### src/rtl/vga_sync_decoder.sv
// Recovers active-pixel coordinates and a timing-lock indication from a VGA
// sync/blank stream; colour is re-registered so it lines up with x/y/pix_valid.
module vga_sync_decoder #(
    parameter int H_TOTAL     = 800,
    parameter int H_ACTIVE    = 640,
    parameter int V_TOTAL     = 525,
    parameter int V_ACTIVE    = 480,
    parameter int LOCK_FRAMES = 2
) (
    input  logic       clk,
    input  logic       rst,
    input  logic       hsync,
    input  logic       vsync,
    input  logic       blank_b,
    input  logic [7:0] r,
    input  logic [7:0] g,
    input  logic [7:0] b,
    output logic [9:0] x,
    output logic [9:0] y,
    output logic [7:0] pix_r,
    output logic [7:0] pix_g,
    output logic [7:0] pix_b,
    output logic       pix_valid,
    output logic       frame_start,
    output logic       locked,
    output logic [7:0] err_cnt
);
    localparam int          GW     = ($clog2(LOCK_FRAMES + 1) > 0) ? $clog2(LOCK_FRAMES + 1) : 1;
    localparam logic [10:0] C_HTOT = 11'(H_TOTAL);
    localparam logic [9:0]  C_VTOT = 10'(V_TOTAL);
    localparam logic [9:0]  C_XMAX = 10'(H_ACTIVE - 1);
    localparam logic [9:0]  C_YMAX = 10'(V_ACTIVE - 1);

    typedef enum logic [1:0] {SEARCH, CHECK, LOCKED} state_t;
    state_t r_state, w_state_nxt;

    logic          r_hs1, r_hs2, r_vs1, r_vs2, r_bl1, r_bl2;
    logic [7:0]    r_r1, r_g1, r_b1, r_pix_r, r_pix_g, r_pix_b;
    logic [9:0]    r_hcnt, r_vcnt, r_x, r_y;
    logic          r_seen_h, r_line_bad, r_frame_start;
    logic [GW-1:0] r_good_cnt;
    logic [7:0]    r_err_cnt;

    logic          w_hfall, w_vfall, w_brise, w_bfall;
    logic          w_line_fail, w_frame_ok, w_frame_good;
    logic          w_locked, w_err_inc;
    logic [GW:0]   w_good_inc;

    // Sync stages idle high and blank idles low, so releasing reset never fakes an edge.
    always_ff @(posedge clk or negedge rst) begin
        if (!rst) begin
            r_hs1   <= 1'b1;
            r_hs2   <= 1'b1;
            r_vs1   <= 1'b1;
            r_vs2   <= 1'b1;
            r_bl1   <= 1'b0;
            r_bl2   <= 1'b0;
            r_r1    <= '0;
            r_g1    <= '0;
            r_b1    <= '0;
            r_pix_r <= '0;
            r_pix_g <= '0;
            r_pix_b <= '0;
        end else begin
            r_hs1   <= hsync;
            r_hs2   <= r_hs1;
            r_vs1   <= vsync;
            r_vs2   <= r_vs1;
            r_bl1   <= blank_b;
            r_bl2   <= r_bl1;
            r_r1    <= r;
            r_g1    <= g;
            r_b1    <= b;
            r_pix_r <= r_r1;
            r_pix_g <= r_g1;
            r_pix_b <= r_b1;
        end
    end

    assign w_hfall = r_hs2 & ~r_hs1;
    assign w_vfall = r_vs2 & ~r_vs1;
    assign w_brise = ~r_bl2 & r_bl1;
    assign w_bfall = r_bl2 & ~r_bl1;

    assign w_line_fail  = w_hfall & r_seen_h & (({1'b0, r_hcnt} + 11'd1) != C_HTOT);
    assign w_frame_ok   = (r_vcnt == C_VTOT);
    assign w_frame_good = w_frame_ok & ~r_line_bad & ~w_line_fail;
    assign w_good_inc   = {1'b0, r_good_cnt} + 1'b1;

    always_ff @(posedge clk or negedge rst) begin
        if (!rst) begin
            r_hcnt     <= '0;
            r_vcnt     <= '0;
            r_seen_h   <= 1'b0;
            r_line_bad <= 1'b0;
        end else begin
            if (w_hfall) begin
                r_hcnt   <= '0;
                r_seen_h <= 1'b1;
            end else if (r_hcnt != '1) begin
                r_hcnt <= r_hcnt + 10'd1;
            end

            // The line ending on the same cycle as vsync fall belongs to the old frame.
            if (w_vfall) begin
                r_vcnt     <= w_hfall ? 10'd1 : 10'd0;
                r_line_bad <= 1'b0;
            end else begin
                if (w_hfall && r_vcnt != '1) begin
                    r_vcnt <= r_vcnt + 10'd1;
                end
                if (w_line_fail) begin
                    r_line_bad <= 1'b1;
                end
            end
        end
    end

    always_ff @(posedge clk or negedge rst) begin
        if (!rst) begin
            r_x <= '0;
            r_y <= '0;
        end else begin
            if (w_brise) begin
                r_x <= '0;
            end else if (r_bl1 && r_x != C_XMAX) begin
                r_x <= r_x + 10'd1;
            end

            if (w_vfall) begin
                r_y <= '0;
            end else if (w_bfall && r_y != C_YMAX) begin
                r_y <= r_y + 10'd1;
            end
        end
    end

    always_ff @(posedge clk or negedge rst) begin
        if (!rst) begin
            r_state <= SEARCH;
        end else begin
            r_state <= w_state_nxt;
        end
    end

    always_comb begin
        w_state_nxt = r_state;
        case (r_state)
            SEARCH: begin
                if (w_vfall) begin
                    w_state_nxt = CHECK;
                end
            end
            CHECK: begin
                if (w_vfall && w_frame_good && int'(w_good_inc) == LOCK_FRAMES) begin
                    w_state_nxt = LOCKED;
                end
            end
            LOCKED: begin
                if (w_line_fail || (w_vfall && !w_frame_ok)) begin
                    w_state_nxt = SEARCH;
                end
            end
            default: w_state_nxt = SEARCH;
        endcase
    end

    always_comb begin
        w_locked  = (r_state == LOCKED);
        w_err_inc = w_locked & (w_line_fail | (w_vfall & ~w_frame_ok));
    end

    always_ff @(posedge clk or negedge rst) begin
        if (!rst) begin
            r_good_cnt    <= '0;
            r_err_cnt     <= '0;
            r_frame_start <= 1'b0;
        end else begin
            r_frame_start <= w_vfall;
            if (w_vfall) begin
                if (r_state == SEARCH) begin
                    r_good_cnt <= '0;
                end else if (r_state == CHECK) begin
                    r_good_cnt <= w_frame_good ? w_good_inc[GW-1:0] : '0;
                end
            end
            if (w_err_inc && r_err_cnt != 8'hFF) begin
                r_err_cnt <= r_err_cnt + 8'd1;
            end
        end
    end

    assign x           = r_x;
    assign y           = r_y;
    assign pix_r       = r_pix_r;
    assign pix_g       = r_pix_g;
    assign pix_b       = r_pix_b;
    assign pix_valid   = r_bl2 & w_locked;
    assign frame_start = r_frame_start;
    assign locked      = w_locked;
    assign err_cnt     = r_err_cnt;
endmodule

### config.mk
export PLATFORM = sky130hd
export DESIGN_NAME = vga_sync_decoder
export DESIGN_NICKNAME = d
export VERILOG_FILES = /design/src/rtl/vga_sync_decoder.sv
export SDC_FILE = /design/constraint.sdc
export NUM_CORES = 1
export LEC_CHECK = 0
export ABC_CLOCK_PERIOD_IN_PS = 2500
export CAP_MARGIN = 10
export CORE_MARGIN = 2
export CORE_UTILIZATION = 40
export CTS_CLUSTER_DIAMETER = 80
export CTS_CLUSTER_SIZE = 28
export DETAILED_ROUTE_END_ITERATION = 8
export PLACE_DENSITY = 0.76
export SLEW_MARGIN = 20
export SYNTH_ARGS = -nofsm -noshare
export SYNTH_HDL_FRONTEND = slang
export SYNTH_SLANG_ARGS = --single-unit
export TNS_END_PERCENT = 5
### constraint.sdc
create_clock -name clk -period 2.5 [get_ports clk]
set_input_delay 0.5 -clock clk [delete_from_list [all_inputs] [get_ports clk]]
set_output_delay 0.5 -clock clk [all_outputs]
set_load 0.03 [all_outputs]
==> flow_summary.ini <==
[cells_and_area]
fillers = 916
design_area_um2 = 5450
regArea_um2 = 2730
fin_util = 0.528
fin_nets = 458
n_antenna_cell = 0
multiInputGateArea_um2 = 1440
areaGrowthSynthToFinish_pct = 28.7
drive_above_1_share = 0.0960
final_cell_count_no_fill = 563

[sta]
finalSetupViolations = 0
worstMarginPinSlew_ns = 0.557
hold_viol_final = 0
max_freq_ghz = 0.424
fin_crit_ns = 2.36
relSlewSlack = 0.628
slew_viol_final = 0
hold_slack_ns = 0.103
layout_worst_path_cycle_share = 0.943
finClkSkew_ns = 0.0133
rsz0062_at_grt = no
setup_slack_ns = 0.143
tns_ns = 0

[logic_synthesis]
synth-edff-count = 0
synthCells = 332
yosysWarnings = 0
syn_nets = 368
synth-seq-cells = 109
ys_seq_area_frac = 0.645
synth_ff_type = dfrtp_1
syn_avg_cell_area_um2 = 12.8
async_reset_ff_frac = 1.00
synthDistinctLibCells = 54
netlist_area_um2 = 4240

[placed_design]
post-place-ws_ns = 0.439
hpwl_um = 5420
place_congestion = 0.844
place_area_um2 = 5240
placed_cells = 547
port_buffers = 83

[routing]
drc = 0
drt_pass1_iterations = 4
viasPerCell = 4.94
ant_nets = 0
drtIter0Drc = 112
routedWlPerCell_um = 13.5
finalWirelength_um = 7600
via_count = 2782

[clock_tree]
path_clk_slew_ns = 0.11
cts-root-buf = clkbuf_8
cts_setup_buffers = 0
cts.sinks = 109
tritoncts = yes
cts-htree-levels = 3
worstSkewPairLatency_ns = 0.37
clockBufferDepth = 2
numCtsBuffers = 9

[floorplanning]
die-area_um2 = 11400
start_util = 0.410
rows = 37
coreArea_um2 = 10300
die_h_um = 107
dieWidth_um = 107
pin_count = 84

[pwr]
ir_worst_vdd_v = 0.000388
power.density_cell_area_nw_per_um2 = 652
power.total_mw = 3.56
power_leakage_nw = 2.34

[critical_path]
worstPathArrival_ns = 1.86
crit_path_end_kind = primary output
startpoint_type = flop
crit_path_max_fanout = 5
crit_required_ns = 2.00
crit_type = flop to primary output

[global_routing]
grt_antenna_before_repair = 0
grt_overflow_total = 0
track_usage = 0.140
grt_max_degree = 44
grt_pass1_wl_um = 12700
grt_pass1_vias = 2831

[flow_run]
maxCapViolCount = 0

[status]
status = complete, no violations

[hold_path]
hold_class = input pin to async pin
[routing by layer]
layer,track usage,vias to the layer above,share of wire
met5,0,-,0
met4,0.0464,0,0.0066
met3,0.0541,6,0.071
met2,0.229,63,0.49
met1,0.170,1389,0.43
li1,-,1324,-
[cells in the final DEF (no fill, tap or decap), types with 4 or more instances in the layout]
master           netlist  layout
nand4_1               12      12
xor2_1                19      19
dfrtp_1              105     105
nand3_1               14      14
or3_1                  8       8
xnor2_1               18      18
clkdlybuf4s50_1        0      82
a21oi_1               13      13
ha_1                   7       7
nor2_1                38      38
inv_1                  6       6
o21ai_0                7       7
nand2_1               19      19
dfstp_2                4       4
and3_1                 5       5
clkbuf_8               0       9
[flip-flops by register name, indices dropped and copies added (netlist names), 2 cells and up]
signal      flops
r_hcnt         10
r_vcnt         10
x              10
y              10
err_cnt         8
pix_b           8
pix_g           8
pix_r           8
r_b1            8
r_g1            8
r_r1            8
r_good_cnt      2
r_state         2
[Yosys cell counts (3+ instances only)]
cell        n  area [µm²]
a21oi_1    13        65.1
and3_1      5        31.3
dfrtp_1   105        2630
and4_1      3        26.3
nor2_1     38         143
buf_4       3        22.5
nand2_1    19        71.3
o21ai_1     3        15.0
or3_1       8        50.1
clkbuf_1    3        11.3
nand2b_1    3        18.8
ha_1        7        87.6
xor2_1     19         166
nand3_1    14        70.1
nand4_1    12        75.1
mux2i_1     3        30.0
inv_1       6        22.5
xnor2_1    18         158
dfstp_2     4         105
o21ai_0     7        35.0
[worst max-delay path, stage by stage (launching register included)]
cell and delay, ns:
dfrtp_1 0.41, nor2b_2 0.26, and2_1 0.17, clkdlybuf4s50_1 0.66
[worst paths after layout]
| kind | to | slack, ns | startpoint | cells past startpoint |
|---|---|---|---|---|
| worst max-delay path | pix_valid | 0.14 | r_state[1]$_DFFE_PN0P_ | 3 |
| worst min-delay path | r_r1[4]$_DFF_PN0_ | 0.10 | rst | 1 |
| max in group asynchronous | r_hs1$_DFF_PN1_ | 1.75 | rst | 2 |
| worst min register to register | pix_g[5]$_DFF_PN0_ | 0.36 | r_g1[5]$_DFF_PN0_ | 0 |
| worst max register to register | err_cnt[3]$_DFFE_PN0P_ | 0.38 | r_hcnt[0]$_DFFE_PN0P_ | 7 |
| min in group clk | pix_g[5]$_DFF_PN0_ | 0.36 | r_g1[5]$_DFF_PN0_ | 0 |
[report_power, final]
part	switching (mW)	internal, mW	total, mW	leakage, nW
registers	0.118	1.87	1.99	1.36
clock network	0.665	0.407	1.07	0.106
logic	0.265	0.228	0.493	0.867
[final cells by class]
| type | instances | share of cell area |
|---|---|---|
| Clock inverter | 7 | 0.0163 |
| Tap cell | 136 | 0.0312 |
| Sequential cell | 109 | 0.501 |
| Clock buffer | 9 | 0.0227 |
| Inverter | 7 | 0.00482 |
| Timing Repair Buffer | 86 | 0.161 |
| Multi-Input combinational cell | 209 | 0.263 |
[logic make-up (layout without fill, tap and decap cells)]
logic type	Yosys count	count (layout)	synth area share
buf+inv	14	109	0.0168
xor+xnor	37	37	0.0765
simple gates	120	120	0.158
mux	5	5	0.0133
flops	109	109	0.645
compound gates	40	40	0.0697
fa+ha+maj	7	7	0.0207
[timing repair]
item | 4_1_cts | 5_1_grt
setup endpoints to repair | 0 | 1
resized for setup | 0 | 1
hold buffers | 0 | 0
No activity file was read; power rests on OpenSTA's default activity.
